$ cat config.mk
export PLATFORM = sky130hd
export DESIGN_NAME = irq_controller_flat
export DESIGN_NICKNAME = d
export VERILOG_FILES = /design/src/rtl/irq_controller_pkg.sv /design/src/rtl/irq_controller_if.sv /design/src/rtl/irq_controller_prio_enc.sv /design/src/rtl/irq_controller.sv /design/src/flat_wrapper.sv
export SDC_FILE = /design/constraint.sdc
export NUM_CORES = 1
export LEC_CHECK = 0
export BUFFER_PORTS_ARGS = -buffer_cell sky130_fd_sc_hd__buf_2
export CORE_UTILIZATION = 42
export CTS_CLUSTER_DIAMETER = 40
export CTS_CLUSTER_SIZE = 20
export DETAILED_ROUTE_END_ITERATION = 8
export PLACE_DENSITY = 0.75
export SYNTH_ARGS = -nofsm -noshare
export SYNTH_HDL_FRONTEND = slang
export SYNTH_SLANG_ARGS = --single-unit
export TNS_END_PERCENT = 5
$ cat constraint.sdc
create_clock -name clk -period 1.4 [get_ports clk]
set_input_delay 0.21 -clock clk [delete_from_list [all_inputs] [get_ports clk]]
set_output_delay 0.21 -clock clk [all_outputs]
set_load 0.1 [all_outputs]
$ cat src/rtl/irq_controller_pkg.sv
// Shared definitions for the interrupt controller slice.
//   state_e         : handshake FSM state (3 is unused and recovers to IDLE)
//   VEC_BASE_DEF    : default handler address of source 0
//   VEC_STRIDE_DEF  : default address distance between consecutive handlers
package irq_controller_pkg;

    typedef enum logic [1:0] {
        ST_IDLE = 2'd0,
        ST_REQ  = 2'd1,
        ST_SVC  = 2'd2
    } state_e;

    localparam logic [9:0]  VEC_BASE_DEF   = 10'h3C0;
    localparam int unsigned VEC_STRIDE_DEF = 4;

endpackage

$ cat src/rtl/irq_controller_if.sv
// CPU-side interrupt handshake bundle.
//   int_req    : controller -> CPU, request pending service
//   int_id     : controller -> CPU, index of requested / in-service source
//   int_vector : controller -> CPU, handler address for int_id
//   int_ack    : CPU -> controller, request accepted
//   int_done   : CPU -> controller, return from interrupt
// master = controller side, slave = CPU side.
interface irq_controller_if #(
    parameter int unsigned WIDTH = 8,
    parameter int unsigned VEC_W = 10
);
    import irq_controller_pkg::*;

    localparam int unsigned IDW = $clog2(WIDTH);

    logic             int_req;
    logic [IDW-1:0]   int_id;
    logic [VEC_W-1:0] int_vector;
    logic             int_ack;
    logic             int_done;

    modport master (
        output int_req, int_id, int_vector,
        input  int_ack, int_done
    );

    modport slave (
        input  int_req, int_id, int_vector,
        output int_ack, int_done
    );

endinterface

$ cat src/rtl/irq_controller_prio_enc.sv
// Highest-set-bit encoder.
//   req_i   : request vector, higher index = higher priority
//   idx_o   : index of the highest set bit (0 when none set)
//   valid_o : at least one bit of req_i is set
module irq_prio_enc
    import irq_controller_pkg::*;
#(
    parameter int unsigned WIDTH = 8,
    parameter int unsigned IDW   = $clog2(WIDTH)
) (
    input  logic [WIDTH-1:0] req_i,
    output logic [IDW-1:0]   idx_o,
    output logic             valid_o
);

    // Ascending scan: the last hit is the highest index.
    always_comb begin
        idx_o = '0;
        for (int unsigned i = 0; i < WIDTH; i++) begin
            if (req_i[i]) idx_o = IDW'(i);
        end
    end

    assign valid_o = |req_i;

endmodule

$ cat src/rtl/irq_controller.sv
// Interrupt controller: latches request pulses into pending bits, gates them
// with a software mask, and hands the highest-priority enabled source to the
// CPU through a req/ack/done handshake. One interrupt in service at a time.
//   clk, reset  : clock, asynchronous active-high reset
//   irq_in      : one-cycle request pulses, one bit per source
//   mask_we     : mask write enable, mask_wdata: new mask value
//   mask_q      : current mask (1 = enabled)
//   pending_q   : latched pending bits
//   ovf_q       : sticky lost-event flags, ovf_clr clears them
//   bus         : CPU handshake (int_req/int_id/int_vector/int_ack/int_done)
module irq_controller
    import irq_controller_pkg::*;
#(
    parameter int unsigned      WIDTH      = 8,
    parameter int unsigned      VEC_W      = 10,
    parameter logic [VEC_W-1:0] VEC_BASE   = VEC_W'(VEC_BASE_DEF),
    parameter int unsigned      VEC_STRIDE = VEC_STRIDE_DEF,
    parameter logic [WIDTH-1:0] MASK_INIT  = '0
) (
    input  logic                 clk,
    input  logic                 reset,
    input  logic [WIDTH-1:0]     irq_in,
    input  logic                 mask_we,
    input  logic [WIDTH-1:0]     mask_wdata,
    output logic [WIDTH-1:0]     mask_q,
    output logic [WIDTH-1:0]     pending_q,
    output logic [WIDTH-1:0]     ovf_q,
    input  logic                 ovf_clr,
    irq_controller_if.master     bus
);

    localparam int unsigned IDW = $clog2(WIDTH);

    state_e           state_q, state_d;
    logic             int_req_q, int_req_d;
    logic [IDW-1:0]   int_id_q, int_id_d;
    logic [WIDTH-1:0] clr_onehot;
    logic [WIDTH-1:0] pending_d, ovf_d, mask_d;
    logic [IDW-1:0]   sel_id;
    logic             sel_valid;

    irq_prio_enc #(
        .WIDTH (WIDTH),
        .IDW   (IDW)
    ) u_prio_enc (
        .req_i   (pending_q & mask_q),
        .idx_o   (sel_id),
        .valid_o (sel_valid)
    );

    // Pending / overflow / mask next state. A new pulse wins over the ack
    // clear; an event only overflows if its bit stays pending this cycle.
    always_comb begin
        pending_d = (pending_q & ~clr_onehot) | irq_in;
        ovf_d     = (ovf_clr ? '0 : ovf_q) | (irq_in & pending_q & ~clr_onehot);
        mask_d    = mask_we ? mask_wdata : mask_q;
    end

    // State and registered outputs.
    always_ff @(posedge clk or posedge reset) begin
        if (reset) begin
            state_q   <= ST_IDLE;
            int_req_q <= 1'b0;
            int_id_q  <= '0;
            pending_q <= '0;
            ovf_q     <= '0;
            mask_q    <= MASK_INIT;
        end else begin
            state_q   <= state_d;
            int_req_q <= int_req_d;
            int_id_q  <= int_id_d;
            pending_q <= pending_d;
            ovf_q     <= ovf_d;
            mask_q    <= mask_d;
        end
    end

    // Next-state logic.
    always_comb begin
        state_d = state_q;
        case (state_q)
            ST_IDLE: if (sel_valid)    state_d = ST_REQ;
            ST_REQ:  if (bus.int_ack)  state_d = ST_SVC;
            ST_SVC:  if (bus.int_done) state_d = ST_IDLE;
            default:                   state_d = ST_IDLE;
        endcase
    end

    // Output logic: next values of the registered outputs and the ack clear.
    always_comb begin
        clr_onehot = '0;
        int_id_d   = int_id_q;
        int_req_d  = 1'b0;
        case (state_q)
            ST_IDLE: begin
                if (sel_valid) begin
                    int_id_d  = sel_id;
                    int_req_d = 1'b1;
                end
            end
            ST_REQ: begin
                if (bus.int_ack) clr_onehot = WIDTH'(1) << int_id_q;
                else             int_req_d  = 1'b1;
            end
            default: ;
        endcase
    end

    assign bus.int_req    = int_req_q;
    assign bus.int_id     = int_id_q;
    assign bus.int_vector = VEC_BASE + VEC_W'(int_id_q) * VEC_W'(VEC_STRIDE);

endmodule

$ cat src/flat_wrapper.sv
// flat-port wrapper written by rule: the top's interface ports become plain ports
module irq_controller_flat import irq_controller_pkg::*;
#(
    parameter int unsigned      WIDTH      = 8,
    parameter int unsigned      VEC_W      = 10,
    parameter logic [VEC_W-1:0] VEC_BASE   = VEC_W'(VEC_BASE_DEF),
    parameter int unsigned      VEC_STRIDE = VEC_STRIDE_DEF,
    parameter logic [WIDTH-1:0] MASK_INIT  = '0
)
  (clk, reset, irq_in, mask_we, mask_wdata, mask_q, pending_q, ovf_q, ovf_clr, bus_int_req, bus_int_id, bus_int_vector, bus_int_ack, bus_int_done);
  irq_controller_if #(.WIDTH(WIDTH), .VEC_W(VEC_W)) bus_i ();
  input  logic clk;
  input  logic reset;
  input  logic [WIDTH-1:0] irq_in;
  input  logic mask_we;
  input  logic [WIDTH-1:0] mask_wdata;
  output logic [WIDTH-1:0] mask_q;
  output logic [WIDTH-1:0] pending_q;
  output logic [WIDTH-1:0] ovf_q;
  input  logic ovf_clr;
  output wire logic [$bits(bus_i.int_req)-1:0] bus_int_req;
  output wire logic [$bits(bus_i.int_id)-1:0] bus_int_id;
  output wire logic [$bits(bus_i.int_vector)-1:0] bus_int_vector;
  input wire logic [$bits(bus_i.int_ack)-1:0] bus_int_ack;
  input wire logic [$bits(bus_i.int_done)-1:0] bus_int_done;
  assign bus_int_req = bus_i.int_req;
  assign bus_int_id = bus_i.int_id;
  assign bus_int_vector = bus_i.int_vector;
  assign bus_i.int_ack = bus_int_ack;
  assign bus_i.int_done = bus_int_done;
  irq_controller #(.WIDTH(WIDTH), .VEC_W(VEC_W), .VEC_BASE(VEC_BASE), .VEC_STRIDE(VEC_STRIDE), .MASK_INIT(MASK_INIT)) u_core (.clk(clk), .reset(reset), .irq_in(irq_in), .mask_we(mask_we), .mask_wdata(mask_wdata), .mask_q(mask_q), .pending_q(pending_q), .ovf_q(ovf_q), .ovf_clr(ovf_clr), .bus(bus_i));
endmodule
==> impl_results.md <==
* Tmin final at 1.46 ns
* RR Startpoint: u_core.pending_q[5]
* Peak supply drop at 0.896 mV
* Design Area, Final at 1960 sq um
* Nets at 213
* Register area at 778 sq um
* Status: finished with violations
* Cells along the critical path: a22o_1, nand2b_4, o21ai_4, mux2_4
* Filler cell count at 258
* Worst hold start: irq_in[6]
* I/O Pins at 60
* Routed len/inst at 13.6 um
* CTS buffer count at 5
* Max Clk Rate at 0.684 GHz
* Commonest non-fill, non-tap cell in the layout: buf_2
* Post-DR vias/cell at 4.64
* First drt pass iteration count at 4
* Vias in the first global route at 1,169
* Largest net degree at the start of global routing at 31
* Total GRT Usage at 0.212
* Die footprint at 3450 sq um
* Slew Viols, Final at 0
* Cell Rows at 20
* Post-synth top area cell: dfrtp_1
* # diodes at 0
* Area share of the largest cell type after synthesis at 0.556
* Initial antenna violation count at 0
* Worst Hold Endpoint: u_core.pending_q[6]
* Post-synthesis compound-gate area fraction at 0.155
* Fin crit share at 1.04
* Share of cells above drive strength 1 at 0.563
* WP data arrival at 1.67 ns
* Core area at 3050 sq um
* Critical Path Fanout Max at 3
* Port Buffers at 52
* Maximum capacitance violations at 0
* Setup Buffers After CTS at 0
* Final setup vio count at 2
* Placed Cells at 227
* RSZ-0062 raised after global routing: yes
* Routability cong. at 0.850
* Leak at 0.944 nW
* Die Ht at 58.7 um
* Antenna Nets Post-Route at 0
* Synth unique cells at 24
* Yosys warnings at 0
* Startpoint Class: register
* DRT Wirelength at 3210 um
* Most frequent cells in the layout: 31 x buf_2, 25 x buf_4, 17 x inv_1
* Initial Util at 0.443
* Adder-cell share of the synthesized area at 0
* Setup ws final at -0.0612 ns
* Global route overflow at 0
* R2r setup slk at -0.06 ns
* Crit-path max cell delay at 0.48 ns
* Syn Inst Count at 123
* Worst-skew pair later-pin latency at 0.32 ns
* Area growth syn-to-layout at 45.3%
* XOR/XNOR share of the synthesized area at 0
* Htree depth at 2
* Synthesized area at 1350 sq um
* Worst R2R Path Depth at 4
* Largest family of logic cells by synthesized area: compound AO/OA/AOI/OAI gates
* Worst-path clk slew at 0.09 ns
* Dominant cells by area after synthesis: dfrtp_1 56%, mux2_2 6.7%, buf_4 5.6%, inv_1 4.7%, o21ai_0 4.1%
* Hold depth at 3
* Placed cell areas at 1850 sq um
* Post-synthesis simple-gate area fraction at 0.0870
* Fin Setup TNS at -0.114 ns
* Failing checks: setup timing
* DR vias at 1,096
* R2R Path End: u_core.bus.int_id[0]
* Area of the multi-input gates at 483 sq um
* TritonCTS clock tree: yes
* HP Class: input pin to register
* Die width at 58.7 um
* Sink Count at 30
* CTS max path bufs at 2
* Sequential area share after synthesis at 0.556
* Critical Path End Type: register
* Drc violations at 0
* CTS root buffer: clkbuf_4
* Global-route wire length before repair at 5220 um
* Ratio of total power to cell area at 2160 nW/um^2
* Overall Power at 4.25 mW
* WS Path Type: register to register
* Non-Filler Instances at 236
* Worst Path Required at 1.61 ns
* Synthesis-stage register bit count at 30
* Final hold violation count at 0
* CP max-delay cell: dfrtp_4
* Mux cell area share after synthesis at 0.0889
* Clock skew after layout at 0.00739 ns
* Syn Area/Cell at 11.0 sq um
* Initial DRC count at 27
* HPWL Detailed at 2560 um
[critical path: cells and delay by family, from the launching register on]
kind	cells	cell delay, ns
DFF	1	0.48
and+or+nand+nor	1	0.15
AOI/OAI and AO/OA	2	0.41
muxes	1	0.31
[sequential cells by signal, summed over array words and instances (netlist names)]
name,count
u_core.mask_q,8
u_core.pending_q,8
u_core.ovf_q,8
u_core.state_q,2
u_core.bus.int_id,3
u_core.bus.int_req,1
[report_power, final]
part | switching [mW] | total [mW] | internal, mW | leakage [nW]
Sequential | 0.169 | 1.22 | 1.05 | 0.308
Combinational | 1.82 | 2.51 | 0.693 | 0.600
Clock | 0.278 | 0.521 | 0.243 | 0.0353
[cells in the mapped netlist]
| cell | count |
|---|---|
| dfrtp_1 | 30 |
| nand4b_1 | 1 |
| o31ai_1 | 2 |
| a22oi_1 | 2 |
| a22o_2 | 1 |
| o21ai_4 | 1 |
| o21ai_0 | 11 |
| nor2_1 | 1 |
| clkbuf_1 | 1 |
| or2_1 | 1 |
| nand2b_1 | 4 |
| nand2b_4 | 1 |
| mux2_2 | 8 |
| buf_1 | 1 |
| nand2_1 | 14 |
| mux2_4 | 2 |
| buf_4 | 10 |
| a22oi_4 | 1 |
| o22ai_1 | 8 |
| nand3b_1 | 1 |
| a32oi_1 | 2 |
| a22o_1 | 1 |
| inv_1 | 17 |
| conb_1 | 2 |
[area by class of cell]
type / count / area share
sequential: 30 / 0.396
timing repair buffer: 68 / 0.266
multi-input combinational: 69 / 0.246
inverter: 17 / 0.0325
clock buffer: 7 / 0.0280
tap: 44 / 0.0280
clock inverter: 1 / 0.00255
[layer usage]
metal	share of wire	track usage	vias to the layer above
met1	0.43	0.243	507
met4	0.017	0.0918	0
met2	0.50	0.370	49
li1	-	-	534
met3	0.052	0.0593	6
met5	0	0	-
[stage by stage]
stage | hold slack (ns) | util | worst slack [ns]
floorplan | 0.300 | - | -0.234
global placement | 0.289 | 0.605 | -0.0162
detailed placement | 0.300 | 0.605 | -0.0487
CTS | 0.0537 | 0.638 | -0.0661
global route | 0.0547 | 0.643 | -0.114
finish | 0.0705 | 0.643 | -0.0612
[cells by family (layout without fill, tap and decap cells)]
group / count (synthesis) / after routing
mux: 10 / 10
buf+inv: 29 / 93
other cells: 2 / 7
simple gates: 23 / 23
compound gates: 29 / 29
flops: 30 / 30
[worst max path at each step]
stage	from	to	slack, ns	cells after the start
finish	u_core.pending_q[5]	u_core.bus.int_id[0]	-0.06	4
global route	u_core.pending_q[5]	u_core.bus.int_id[0]	-0.11	4
CTS	u_core.pending_q[5]	u_core.bus.int_id[0]	-0.07	4
detailed placement	u_core.mask_q[5]	u_core.bus.int_id[0]	-0.05	4
global placement	u_core.mask_q[5]	u_core.bus.int_id[1]	-0.02	4
floorplan	u_core.mask_q[5]	u_core.bus.int_id[0]	-0.23	4
[timing repair]
item                                    CTS  global route
pin swaps                                 1             0
endpoints found under the setup margin   13            24
gates cloned                              0             0
endpoints found under the hold margin    30             0
gates resized for setup                  11            12
hold buffers                              1             0
Note: power is estimated with default switching activity, not from simulation.
